--- src/rtl/eight_to_three_serial_encoder.sv ---
// Serial 8-to-3 encoder: accepts one multi-hot vector and emits the index of each set bit,
// one per output handshake, lowest-first or highest-first depending on HIGH_FIRST.
module eight_to_three_serial_encoder #(
  parameter bit HIGH_FIRST = 1'b0
) (
  input  logic       clk,
  input  logic       reset,
  input  logic       in_valid,
  output logic       in_ready,
  input  logic [7:0] in_vec,
  output logic       out_valid,
  input  logic       out_ready,
  output logic [2:0] out_code,
  output logic       out_last,
  output logic [3:0] remaining,
  output logic       zero_err
);

  typedef enum logic [0:0] {StIdle, StEmit} state_e;

  state_e     state_q, state_d;
  logic [7:0] pending_q, pending_d;
  logic [3:0] remaining_q, remaining_d;
  logic       zero_err_q, zero_err_d;

  function automatic logic [3:0] popcount8(input logic [7:0] v);
    logic [3:0] c;
    c = '0;
    for (int i = 0; i < 8; i++) begin
      c = c + {3'b000, v[i]};
    end
    return c;
  endfunction

  // Priority pick: the last matching write in the loop wins.
  always_comb begin
    out_code = '0;
    if (HIGH_FIRST) begin
      for (int i = 0; i < 8; i++) begin
        if (pending_q[i]) out_code = 3'(i);
      end
    end else begin
      for (int i = 7; i >= 0; i--) begin
        if (pending_q[i]) out_code = 3'(i);
      end
    end
  end

  assign in_ready  = (state_q == StIdle);
  assign out_valid = (state_q == StEmit);
  assign out_last  = out_valid && (remaining_q == 4'd1);
  assign remaining = remaining_q;
  assign zero_err  = zero_err_q;

  always_comb begin
    state_d     = state_q;
    pending_d   = pending_q;
    remaining_d = remaining_q;
    zero_err_d  = 1'b0;
    unique case (state_q)
      StIdle: begin
        if (in_valid) begin
          if (in_vec != 8'h00) begin
            pending_d   = in_vec;
            remaining_d = popcount8(in_vec);
            state_d     = StEmit;
          end else begin
            zero_err_d = 1'b1;
          end
        end
      end
      StEmit: begin
        if (out_ready) begin
          pending_d   = pending_q & ~(8'b0000_0001 << out_code);
          remaining_d = remaining_q - 4'd1;
          if (out_last) state_d = StIdle;
        end
      end
      default: state_d = StIdle;
    endcase
  end

  always_ff @(posedge clk) begin
    if (reset) begin
      state_q     <= StIdle;
      pending_q   <= '0;
      remaining_q <= '0;
      zero_err_q  <= 1'b0;
    end else begin
      state_q     <= state_d;
      pending_q   <= pending_d;
      remaining_q <= remaining_d;
      zero_err_q  <= zero_err_d;
    end
  end

endmodule

--- config.mk ---
export PLATFORM = sky130hd
export DESIGN_NAME = eight_to_three_serial_encoder
export DESIGN_NICKNAME = d
export VERILOG_FILES = /design/src/rtl/eight_to_three_serial_encoder.sv
export SDC_FILE = /design/constraint.sdc
export NUM_CORES = 1
export LEC_CHECK = 0
export CAP_MARGIN = 0
export CORE_MARGIN = 3
export CORE_UTILIZATION = 40
export CTS_CLUSTER_SIZE = 20
export DETAILED_ROUTE_END_ITERATION = 6
export GPL_ROUTABILITY_DRIVEN = 0
export PLACE_DENSITY = 0.71
export SYNTH_ARGS = -nofsm -noshare
export SYNTH_HDL_FRONTEND = slang
export SYNTH_SLANG_ARGS = --single-unit
--- constraint.sdc ---
create_clock -name clk -period 9.35 [get_ports clk]
set_clock_uncertainty 0.15 [all_clocks]
set_input_delay 1.4025 -clock clk [delete_from_list [all_inputs] [get_ports clk]]
set_output_delay 1.4025 -clock clk [all_outputs]
set_load 0.01 [all_outputs]
==> reports/qor_table.md, run 1 <==
| Result | Value | Unit |
|:---|:---|:---|
| Achievable clock frequency | 223.0 | MHz |
| Startpoint of the most critical setup path | in_vec[0] | - |
| R2r worst-path depth | 4 | - |
| Startpoint of the worst-slack reg-to-reg timing path | out_valid | - |
| Resized cells post-CTS | 0 | - |
| Ys flop type | sky130_fd_sc_hd__dfxtp_1 | - |
| Critical path required time | 9.41 | ns |
| Result of the run | complete, no violations | - |
| Largest net degree at the start of global routing | 16 | - |
| Critical register-to-register path endpoint | pending_q[5] | - |
| Clk Latency, worst-skew pair | 0.29 | ns |
| Worst hold path stage count | 2 | - |
| Total global routing overflow | 0 | - |
| Total standard cell area after synthesis | 967.2 | sq um |
| Final slew viol count | 0 | - |
| Chip Height | 55.17 | um |
| Net count of the mapped netlist | 140 | - |
| Ys Warns | 0 | - |
| Number of storage elements in the synthesis netlist | 14 | - |
| Number of endpoints failing setup at the final stage | 0 | - |
| Path class of the lowest-slack min-delay path | register to register | - |
| Post-detailed-route DRC marker count | 0 | - |
| Arrival @ worst endpoint | 4.54 | ns |
| Final Routed Wirelength | 2441 | um |
| Proportion of synthesized chip area in sequential cells | 28.98 | % |
| Post-synth ARST share | 0 | % |
| Post CTS Setup Buffer Count | 0 | - |
| Synth top area cells | sky130_fd_sc_hd__dfxtp_1, sky130_fd_sc_hd__fa_1, sky130_fd_sc_hd__ha_1, sky130_fd_sc_hd__a21oi_1, sky130_fd_sc_hd__inv_1 | - |
| Post-detail-place hpwl | 1843 | um |
| Part of the cycle the worst path needs | 47.96 | % |
| Overall via count from detail_route | 931 | - |
| Mean area per synthesized cell | 8.196 | sq um |
| Non-filler cells, final | 169 | - |
| Setup Crit Path Kind | input pin to register | - |
| Placeable core region | 0.002255 | sq mm |
| Number of buffers created by CTS | 3 | - |
| TNS Setup | 0 | ns |
| Total I/O pin count | 23 | - |
| Cell Chain, Critical Path | clkdlybuf4s50_1 > fa_1 > inv_1 > fa_1 > fa_1 > inv_1 > ha_1 > inv_1 > fa_1 > mux2i_1 > o21ai_0 > a21oi_1 | - |
| Post-layout net count | 164 | - |
| Final hold vios | 0 | - |
| DRT iter0 DRCs | 12 | - |
| DRT antenna net count | 0 | - |
| # H-tree levels | 1 | - |
| RSZ-0062 raised after global routing | no | - |
| Number of antenna violations at the first check in global routing | 0 | - |
| Number of antenna diodes | 0 | - |
| Number of cells produced by synthesis | 118 | - |
| Site row count | 17 | - |
| CP peak stage delay | 0.55 | ns |
| Startpoint type of the worst setup path | input pin | - |
| Final period demand of the worst path | 4.485 | ns |
| Initial Util | 42.90 | % |
| Max Root-Sink Buffers | 2 | - |
| Critical path's slowest cell | sky130_fd_sc_hd__fa_1 | - |
| Destination of the critical timing path | remaining[1] | - |
| Count of buffers from port buffering | 22 | - |
| Share of the synthesized area in the top cell type | 28.98 | % |
| P_leak | 0.4730 | nW |
| Post-synthesis cell type with the largest combined area | sky130_fd_sc_hd__dfxtp_1 | - |
| Distinct cell type count of the synthesized netlist | 37 | - |
| Horizontal extent of the die | 55.17 | um |
| Highest ir drop seen on vdd | 0.00009262 | V |
| All-layer global routing usage | 18.47 | % |
| Pin slew with the least headroom to its limit | 0.8378 | ns |
| EDFF count, synth | 0 | - |
| Hold buffer count at CTS | 0 | - |
| Power per unit of standard cell area | 152.5 | mW/mm^2 |
| Vias in the first global route | 888 | - |
| Max-slew headroom at the worst pin | 43.77 | % |
| Type of destination of the critical path | register | - |
| Max-capacitance violation count | 0 | - |
| Wire length of the first global-routing pass | 3939 | um |
| Critical-path maximum fanout | 3 | - |
| Overall die area | 0.003044 | sq mm |
| Clock Sink Count | 14 | - |
| Slack of the worst reg-to-reg path | 7.23 | ns |
| Clock transition at the register clock pins on the worst setup and hold paths after CTS | 0.09 | ns |
| Length of the first detailed-routing pass in iterations | 4 | - |
| TritonCTS clock tree | built | - |
| Placed instance count | 165 | - |
| Library cell used as clock root buffer | sky130_fd_sc_hd__clkbuf_4 | - |
| Via-to-Cell Ratio | 5.509 | - |
| Layout-stage area growth over the synthesis result | 26.65 | % |
| Post-DR wirelength/cell | 14.44 | um |
| Layout cells sized above 1 | 4.255 | % |
| Most frequent cell on the critical path | sky130_fd_sc_hd__fa_1 | - |
registers in the layout (all words and copies together) (netlist names):
name and flops:
zero_err 1, pending_q 8, out_valid 1, remaining 4
cells in the mapped netlist (all sizes together) (2+ instances only):
master,count
nand2,10
nor2b,2
fa,4
o311ai,4
dfxtp,14
nor2,5
inv,17
a31oi,3
nand3,11
ha,6
a21oi,14
or4,2
o21ai,5
per-stage QoR:
step                      power (W)  hold slack [ns]  setup WS [ns]  instance area (sq um)  util (%)
after floorplan           0.0001144           0.3340          5.229                  967.2         -
after global placement    0.0001399           0.3485          4.633                   1189     52.72
after detailed placement  0.0001418           0.3470          4.582                   1189     52.72
after CTS                 0.0001877           0.3650          4.878                   1225     54.33
after global routing      0.0001999           0.4122          4.732                   1225     54.33
final                     0.0001868           0.3655          4.865                   1225     54.33
cell type report:
class	count	area (sq um)
fill	226	1030
multi-input combinational	84	589.3
sequential	14	280.3
timing repair buffer	22	220.2
inverter	17	63.81
clock buffer	4	36.28
tap	28	35.03
report_power, final:
part           switching, W  internal (W)
Sequential       0.00000811     0.0000651
Clock             0.0000218     0.0000237
Combinational     0.0000333     0.0000347
worst max-delay path: cells and delay by family:
kind | cells | cell delay, ns
adder cells (fa/ha/maj) | 5 | 2.09
multiplexers | 1 | 0.14
AO/OA/AOI/OAI | 2 | 0.29
buffers and inverters | 4 | 0.63
layer usage:
metal	up-vias	track usage, %	wire length, um
li1	462	-	-
met1	429	22.98	1061
met2	36	30.31	1177
met3	4	6.166	180
met4	0	5.263	21
met5	-	0	0
cells in the final DEF (no fill, tap or decap), types with 2 or more instances in the layout:
master and count:
sky130_fd_sc_hd__a21oi_1 14, sky130_fd_sc_hd__a31oi_1 3, sky130_fd_sc_hd__clkbuf_4 3, sky130_fd_sc_hd__clkdlybuf4s50_1 22
sky130_fd_sc_hd__dfxtp_1 14, sky130_fd_sc_hd__fa_1 4, sky130_fd_sc_hd__ha_1 6, sky130_fd_sc_hd__inv_1 17
sky130_fd_sc_hd__nand2_1 9, sky130_fd_sc_hd__nand3_1 11, sky130_fd_sc_hd__nor2_1 5, sky130_fd_sc_hd__nor2b_1 2
sky130_fd_sc_hd__o21ai_0 4, sky130_fd_sc_hd__o311ai_0 4
worst min-delay path by stage:
stage,start,end,slack [ns]
final,remaining[3],remaining[3],0.37
after global routing,remaining[1],remaining[1],0.41
after CTS,remaining[3],remaining[3],0.37
after detailed placement,remaining[3],remaining[3],0.35
after global placement,remaining[3],remaining[3],0.35
after floorplan,pending_q[7],pending_q[7],0.33
cell families after synthesis:
logic type,share of synthesized area (%)
and+or+nand+nor,22.12
adders and majority gates,16.04
buffers and inverters,10.09
AOI/OAI and AO/OA,20.83
DFF,28.98
xor gates and xnor gates,0.9057
muxes,1.035
No activity file was read; power rests on OpenSTA's default activity.
==> run 2, diff against run 1 <==
--- a/config.mk
+++ b/config.mk
@@ -11,7 +11,7 @@
 export CTS_CLUSTER_SIZE = 20
 export DETAILED_ROUTE_END_ITERATION = 6
 export GPL_ROUTABILITY_DRIVEN = 0
-export PLACE_DENSITY = 0.71
+export PLACE_DENSITY = 0.73
 export SYNTH_ARGS = -nofsm -noshare
 export SYNTH_HDL_FRONTEND = slang
 export SYNTH_SLANG_ARGS = --single-unit
==> constraint.sdc (replaced) <==
create_clock -name clk -period 3.7 [get_ports clk]
set_clock_uncertainty 0.15 [all_clocks]
set_input_delay 0.555 -clock clk [delete_from_list [all_inputs] [get_ports clk]]
set_output_delay 0.555 -clock clk [all_outputs]
set_load 0.01 [all_outputs]
==> run 2 against run 1 <==
- clock-buffer cell count stayed put
- sequential share of layout area down 0.37 points
- register-to-register slack lost 5.5 ns
- hold slack worse by 0.010 ns
- combinational power increased to 2.5 times the previous value
- power grew to 2.5 times the previous value
- via count grew 3.4%
- cell count is 1.2% higher
- worst setup slack got worse by 4.8 ns
- first-iteration DRC count grew 92%
- die area is the same
- critical path type unchanged
- largest power group unchanged
- highest routed layer unchanged
==> reports/qor_table.md, run 2 (synthesis gave the netlist of run 1 again) <==
| Result | Value | Unit | Delta |
|:---|:---|:---|:---|
| Commonest non-fill, non-tap cells in the layout | sky130_fd_sc_hd__clkdlybuf4s50_1, sky130_fd_sc_hd__inv_1, sky130_fd_sc_hd__a21oi_1, sky130_fd_sc_hd__dfxtp_1, sky130_fd_sc_hd__nand3_1 | - |  |
| Final Total Pwr | 0.0004723 | W | +150% |
| Length of the first detailed-routing pass in iterations | 4 | - | unchanged |
| Post-detailed-route DRC marker count | 0 | - | unchanged |
| Filler instances | 236 | - | +4.4% |
| Startpoint of the most critical setup path | in_vec[3] | - |  |
| Pin slew with the least headroom to its limit | 0.5474 | ns | -0.2904 ns |
| Critical register-to-register path endpoint | pending_q[7] | - |  |
| Final Routed Wirelength | 2429 | um | -0.49% |
| Destination of the critical timing path | remaining[2] | - |  |
| Final slew viol count | 0 | - | unchanged |
| Path class of the lowest-slack min-delay path | register to register | - |  |
| Overall via count from detail_route | 963 | - | +3.4% |
| R2r worst-path depth | 4 | - | unchanged |
| Part of the cycle the worst path needs | 98.11 | % |  |
| Critical-path maximum fanout | 2 | - | -1 |
| Share of the core filled with cells in the final layout | 55.22 | % | +0.89 points |
| Vias in the first global route | 912 | - | +2.7% |
| Count of buffers from port buffering | 22 | - | unchanged |
| Sw power | 0.0001585 | W | +150% |
| Number of antenna violations at the first check in global routing | 0 | - | unchanged |
| Horizontal extent of the die | 55.17 | um | unchanged |
| # H-tree levels | 1 | - | unchanged |
| Power per unit of standard cell area | 379.4 | mW/mm^2 | +150% |
| Wire length of the first global-routing pass | 4057 | um | +3.0% |
| Layout-stage area growth over the synthesis result | 28.72 | % |  |
| Total I/O pin count | 23 | - | unchanged |
| Max-slew headroom at the worst pin | 63.39 | % | +20 points |
| Placeable core region | 0.002255 | sq mm | unchanged |
| Via-to-Cell Ratio | 5.632 | - | +2.2% |
| Layout cells sized above 1 | 5.594 | % | +1.3 points |
| Final hold vios | 0 | - | unchanged |
| Startpoint of the worst-slack reg-to-reg timing path | pending_q[0] | - |  |
| DRT iter0 DRCs | 23 | - | +11 |
| Final WS setup | 0.06995 | ns | -4.795 ns |
| Achievable clock frequency | 275.5 | MHz |  |
| Number of buffers created by CTS | 3 | - | unchanged |
| P_leak | 0.5007 | nW | +5.9% |
| Clk Latency, worst-skew pair | 0.28 | ns | about the same |
| Result of the run | complete, no violations | - |  |
| Clock transition at the register clock pins on the worst setup and hold paths after CTS | 0.09 | ns | about the same |
| Startpoint type of the worst setup path | input pin | - |  |
| Critical path required time | 3.76 | ns | -5.65 ns |
| Site row count | 17 | - | unchanged |
| Hold Slack | 0.3553 | ns | -0.01015 ns |
| Library cell used as clock root buffer | sky130_fd_sc_hd__clkbuf_4 | - |  |
| TritonCTS clock tree | built | - |  |
| Max FFs per register | 8 | - | unchanged |
| Switching part of the total power | 33.57 | % | -0.32 points |
| Slack of the worst reg-to-reg path | 1.77 | ns | -5.46 ns |
| Relative contribution of the clock network to total power | 24.0 | % | -0.4 points |
| Post-detail-place hpwl | 1842 | um | about the same |
| Arrival @ worst endpoint | 3.69 | ns | -0.85 ns |
| Total global routing overflow | 0 | - | unchanged |
| Most flop-heavy register | pending_q | - |  |
| Initial Util | 42.90 | % | unchanged |
| Post-layout net count | 166 | - | +1.2% |
| Largest net degree at the start of global routing | 16 | - | unchanged |
| Overall die area | 0.003044 | sq mm | unchanged |
| Minimum setup slack after placement | -0.2716 | ns | -4.853 ns |
| Post-DR wirelength/cell | 14.20 | um | -1.7% |
| Resized cells post-CTS | 0 | - | unchanged |
| Max-capacitance violation count | 0 | - | unchanged |
| Clock Sink Count | 14 | - | unchanged |
| Final period demand of the worst path | 3.630 | ns |  |
| DRT antenna net count | 0 | - | unchanged |
| Hold buffer count at CTS | 0 | - | unchanged |
| Sequential share of power | 39.3 | % | about the same |
| Combinational power share | 36.7 | % | +0.3 points |
| All-layer global routing usage | 18.61 | % | +0.14 points |
| Highest ir drop seen on vdd | 0.0001782 | V | +92% |
| Type of destination of the critical path | register | - |  |
| Non-filler cells, final | 171 | - | +1.2% |
| RSZ-0062 raised after global routing | no | - |  |
| Number of endpoints failing setup at the final stage | 0 | - | unchanged |
| Reg area | 280.3 | sq um | unchanged |
| Placed instance count | 167 | - | +1.2% |
| Total area of multi-input combinational cells | 589.3 | sq um | unchanged |
| Post CTS Setup Buffer Count | 0 | - | unchanged |
| Number of antenna diodes | 0 | - | unchanged |
| Max Root-Sink Buffers | 2 | - | unchanged |
| Most frequent standard cell in the layout excluding fill and tap cells | sky130_fd_sc_hd__clkdlybuf4s50_1 | - |  |
| Chip Height | 55.17 | um | unchanged |
| Setup Crit Path Kind | input pin to register | - |  |
| Internal power | 0.0003137 | W | +150% |
[run 2: cell count changes in the layout (fill, tap and decap cells not counted), sizes merged]
cell and change:
buf +2, clkdlybuf4s50 -2, dlymetal6s2s +2
[run 2: metrics by stage]
step / TNS, ns / area (sq um)
after global placement: -0.2506 / 1204
after global routing: 0 / 1245
after floorplan: 0 / 967.2
after detailed placement: -0.4692 / 1204
after CTS: 0 / 1240
final: 0 / 1245
[run 2: worst min-delay path by stage]
stage                 startpoint      endpoint  slack [ns]  depth (start not counted)
floorplan           pending_q[7]  pending_q[7]        0.33                          2
global placement    remaining[3]  remaining[3]        0.35                          2
detailed placement  remaining[3]  remaining[3]        0.35                          2
CTS                 remaining[3]  remaining[3]        0.36                          2
global route        remaining[3]  remaining[3]        0.37                          2
finish              remaining[3]  remaining[3]        0.36                          2
[run 2: cell type report]
class / instances / area share (%)
Multi-Input combinational cell: 84 / 47.34
Sequential cell: 14 / 22.51
Inverter: 17 / 5.126
Timing Repair Buffer: 24 / 19.30
Tap cell: 28 / 2.814
Clock buffer: 4 / 2.915
[run 2: power by group through the flow]
stage                     clock network [W]  registers, W  logic (W)
after floorplan                           0      0.000185   0.000104
after global placement                    0      0.000188   0.000168
after detailed placement                  0      0.000188   0.000173
after CTS                          0.000114      0.000185   0.000175
after global routing               0.000123      0.000188   0.000193
final                              0.000114      0.000185   0.000173
[run 2: routing by layer]
layer | vias to the layer above | GRT usage [%] | part of all wire, %
li1 | 469 | - | -
met1 | 456 | 23.98 | 47
met2 | 36 | 31.50 | 47
met3 | 2 | 3.753 | 6.4
met4 | 0 | 4.858 | 0.41
met5 | - | 0 | 0
[run 2: critical path, cell delays in order]
cell and delay (ns):
sky130_fd_sc_hd__clkdlybuf4s50_1 0.46, sky130_fd_sc_hd__fa_1 0.51, sky130_fd_sc_hd__inv_1 0.05, sky130_fd_sc_hd__fa_1 0.50, sky130_fd_sc_hd__fa_1 0.42, sky130_fd_sc_hd__inv_1 0.07, sky130_fd_sc_hd__ha_1 0.16, sky130_fd_sc_hd__inv_1 0.05
sky130_fd_sc_hd__fa_1 0.38, sky130_fd_sc_hd__xor2_1 0.16, sky130_fd_sc_hd__o21ai_0 0.15, sky130_fd_sc_hd__o21ai_0 0.11, sky130_fd_sc_hd__a21oi_1 0.14
==> run 3, diff against run 2 <==
--- a/config.mk
+++ b/config.mk
@@ -6,12 +6,13 @@
 export NUM_CORES = 1
 export LEC_CHECK = 0
 export CAP_MARGIN = 0
+export CORE_ASPECT_RATIO = 0.6
 export CORE_MARGIN = 3
-export CORE_UTILIZATION = 40
-export CTS_CLUSTER_SIZE = 20
+export CORE_UTILIZATION = 44
+export CTS_CLUSTER_SIZE = 28
 export DETAILED_ROUTE_END_ITERATION = 6
 export GPL_ROUTABILITY_DRIVEN = 0
-export PLACE_DENSITY = 0.73
+export PLACE_DENSITY = 0.79
 export SYNTH_ARGS = -nofsm -noshare
 export SYNTH_HDL_FRONTEND = slang
 export SYNTH_SLANG_ARGS = --single-unit
==> run 3 against run 2 <==
- flip-flop and latch count is the same
- critical endpoint unchanged
- cell area grew 1.4%
- clock-buffer cell count shrank 1
- first-iteration DRC count grew to 6.8 times the previous value
- critical path type unchanged
- wire length grew 9.2%
- sequential power is essentially flat
- power grew 4.6%
- sequential share of layout area shrank 0.31 points
- die area shrank 7.5%
- maximum frequency grew 1.5%
==> reports/qor_table.md, run 3 (synthesis gave the netlist of run 1 again) <==
| Result | Value | Unit | Delta |
|:---|:---|:---|:---|
| Result of the run | complete, no violations | - |  |
| Final slew viol count | 0 | - | unchanged |
| Max-slew headroom at the worst pin | 62.64 | % | -0.76 points |
| Highest ir drop seen on vdd | 0.0001510 | V | -15% |
| Library cell used as clock root buffer | sky130_fd_sc_hd__clkbuf_8 | - |  |
| Startpoint type of the worst setup path | input pin | - |  |
| Max Root-Sink Buffers | 2 | - | unchanged |
| Reg area | 280.3 | sq um | unchanged |
| Via-to-Cell Ratio | 5.820 | - | +3.3% |
| Post-detailed-route DRC marker count | 0 | - | unchanged |
| Critical-path maximum fanout | 2 | - | unchanged |
| P_leak | 0.5019 | nW | +0.24% |
| Sw power | 0.0001657 | W | +4.5% |
| DRT iter0 DRCs | 156 | - | +580% |
| Path class of the lowest-slack min-delay path | register to register | - |  |
| Count of buffers from port buffering | 22 | - | unchanged |
| Length of the first detailed-routing pass in iterations | 4 | - | unchanged |
| Final period demand of the worst path | 3.576 | ns | -0.05387 ns |
| RSZ-0062 raised after global routing | no | - |  |
| Hold buffer count at CTS | 0 | - | unchanged |
| Number of endpoints failing setup at the final stage | 0 | - | unchanged |
| Relative contribution of the clock network to total power | 26.0 | % | +2.0 points |
| Clock Sink Count | 14 | - | unchanged |
| Filler instances | 164 | - | -31% |
| Largest net degree at the start of global routing | 16 | - | unchanged |
| Critical path required time | 3.72 | ns | -0.04 ns |
| Final hold vios | 0 | - | unchanged |
| Achievable clock frequency | 279.6 | MHz | +1.5% |
| Post-detail-place hpwl | 1990 | um | +8.1% |
| Overall via count from detail_route | 1001 | - | +3.9% |
| TritonCTS clock tree | built | - |  |
| Layout-stage area growth over the synthesis result | 30.53 | % |  |
| Non-filler cells, final | 172 | - | +0.58% |
| Number of antenna violations at the first check in global routing | 0 | - | unchanged |
| Pin slew with the least headroom to its limit | 0.5587 | ns | +0.01130 ns |
| Final Routed Wirelength | 2652 | um | +9.2% |
| Sequential share of power | 37.5 | % | -1.8 points |
| Total area of multi-input combinational cells | 589.3 | sq um | unchanged |
| Vias in the first global route | 890 | - | -2.4% |
| Initial Util | 49.17 | % | +6.3 points |
| Total I/O pin count | 23 | - | unchanged |
| Setup Crit Path Kind | input pin to register | - |  |
| Switching part of the total power | 33.54 | % | about the same |
| Type of destination of the critical path | register | - |  |
| Hold Slack | 0.3650 | ns | +0.009676 ns |
| Combinational power share | 36.5 | % | -0.2 points |
| Clk Latency, worst-skew pair | 0.25 | ns | -0.03 ns |
| Placed instance count | 169 | - | +1.2% |
| Placeable core region | 0.001967 | sq mm | -13% |
| DRT antenna net count | 0 | - | unchanged |
| Horizontal extent of the die | 66.53 | um | +21% |
| Post-layout net count | 168 | - | +1.2% |
| Clock transition at the register clock pins on the worst setup and hold paths after CTS | 0.06 | ns | -0.03 ns |
| Power per unit of standard cell area | 391.3 | mW/mm^2 | +3.1% |
| Site row count | 12 | - | -5 |
| Layout cells sized above 1 | 6.250 | % | +0.66 points |
| Max FFs per register | 8 | - | unchanged |
| Part of the cycle the worst path needs | 96.65 | % | -1.5 points |
| Arrival @ worst endpoint | 3.60 | ns | -0.09 ns |
| Most flop-heavy register | pending_q | - |  |
| All-layer global routing usage | 20.70 | % | +2.1 points |
| Wire length of the first global-routing pass | 4360 | um | +7.5% |
| Total global routing overflow | 0 | - | unchanged |
| Max-capacitance violation count | 0 | - | unchanged |
| Internal power | 0.0003283 | W | +4.6% |
| Number of buffers created by CTS | 3 | - | unchanged |
| Number of antenna diodes | 0 | - | unchanged |
| Post-DR wirelength/cell | 15.42 | um | +8.5% |
| Chip Height | 42.32 | um | -23% |
| Overall die area | 0.002815 | sq mm | -7.5% |
| Commonest non-fill, non-tap cells in the layout | sky130_fd_sc_hd__clkdlybuf4s50_1, sky130_fd_sc_hd__inv_1, sky130_fd_sc_hd__a21oi_1, sky130_fd_sc_hd__dfxtp_1, sky130_fd_sc_hd__nand3_1 | - |  |
| Most frequent standard cell in the layout excluding fill and tap cells | sky130_fd_sc_hd__clkdlybuf4s50_1 | - |  |
| # H-tree levels | 1 | - | unchanged |
run 3: cell count changes in the layout (fill, tap and decap cells not counted), sizes merged:
cell / change
buf: +2
dlymetal6s2s: -1
clkbuf: -1
clkdlybuf4s50: +1
run 3: layout make-up:
| type | count | share of cell area [%] |
|---|---|---|
| inverters | 17 | 5.055 |
| well taps | 28 | 2.775 |
| repair buffers | 26 | 20.02 |
| clock buffers | 3 | 3.271 |
| flip-flops and latches | 14 | 22.20 |
| multi-input cells | 84 | 46.68 |
run 3: repair_timing:
| item | 4_1_cts | 5_1_grt |
|---|---|---|
| setup buffers | 0 | 0 |
| resized for setup | 0 | 3 |
| setup endpoints to repair | 0 | 2 |
run 3: worst max-delay path: stages:
cell	delay, ns
sky130_fd_sc_hd__clkdlybuf4s50_1	0.44
sky130_fd_sc_hd__fa_1	0.51
sky130_fd_sc_hd__inv_1	0.05
sky130_fd_sc_hd__fa_1	0.50
sky130_fd_sc_hd__fa_1	0.41
sky130_fd_sc_hd__inv_1	0.07
sky130_fd_sc_hd__ha_1	0.16
sky130_fd_sc_hd__inv_1	0.05
sky130_fd_sc_hd__fa_1	0.37
sky130_fd_sc_hd__xor2_1	0.15
sky130_fd_sc_hd__o21ai_1	0.10
sky130_fd_sc_hd__o21ai_0	0.09
sky130_fd_sc_hd__a21oi_1	0.13
run 3: final timing paths:
path                startpoint      endpoint  slack, ns  depth (start not counted)
setup / recovery     in_vec[1]  remaining[2]       0.12                         13
setup reg to reg     out_valid  pending_q[2]       1.72                          5
hold reg to reg   remaining[1]  remaining[1]       0.37                          2
hold / removal    remaining[1]  remaining[1]       0.37                          2
run 3: metal layers:
layer  part of all wire, %  track usage, %  vias up  routed length, um
li1                      -               -      472                  -
met1                    42           27.88      473               1123
met2                    46           30.77       46               1229
met3                   8.9           6.166       10                237
met4                   2.3           8.097        0                 61
met5                     0               0        -                  0
run 3: per-stage QoR:
| step | setup slack, ns | total power (W) | area, sq um | utilization [%] | TNS (ns) |
|---|---|---|---|---|---|
| after floorplan | 0.4269 | 0.0002890 | 967.2 | - | 0 |
| after global placement | -0.1011 | 0.0003542 | 1219 | 61.96 | -0.1779 |
| after detailed placement | -0.1920 | 0.0003632 | 1219 | 61.96 | -0.3453 |
| after CTS | 0.06094 | 0.0004920 | 1260 | 64.06 | 0 |
| after global routing | 0.004555 | 0.0005292 | 1262 | 64.19 | 0 |
| final | 0.1238 | 0.0004940 | 1262 | 64.19 | 0 |
run 3: power by group through the flow:
stage | registers [W] | clock network (W) | logic (W)
floorplan | 0.000185 | 0 | 0.000104
global placement | 0.000187 | 0 | 0.000168
detailed placement | 0.000188 | 0 | 0.000175
CTS | 0.000185 | 0.000128 | 0.000179
global route | 0.000188 | 0.000140 | 0.000201
finish | 0.000185 | 0.000129 | 0.000180
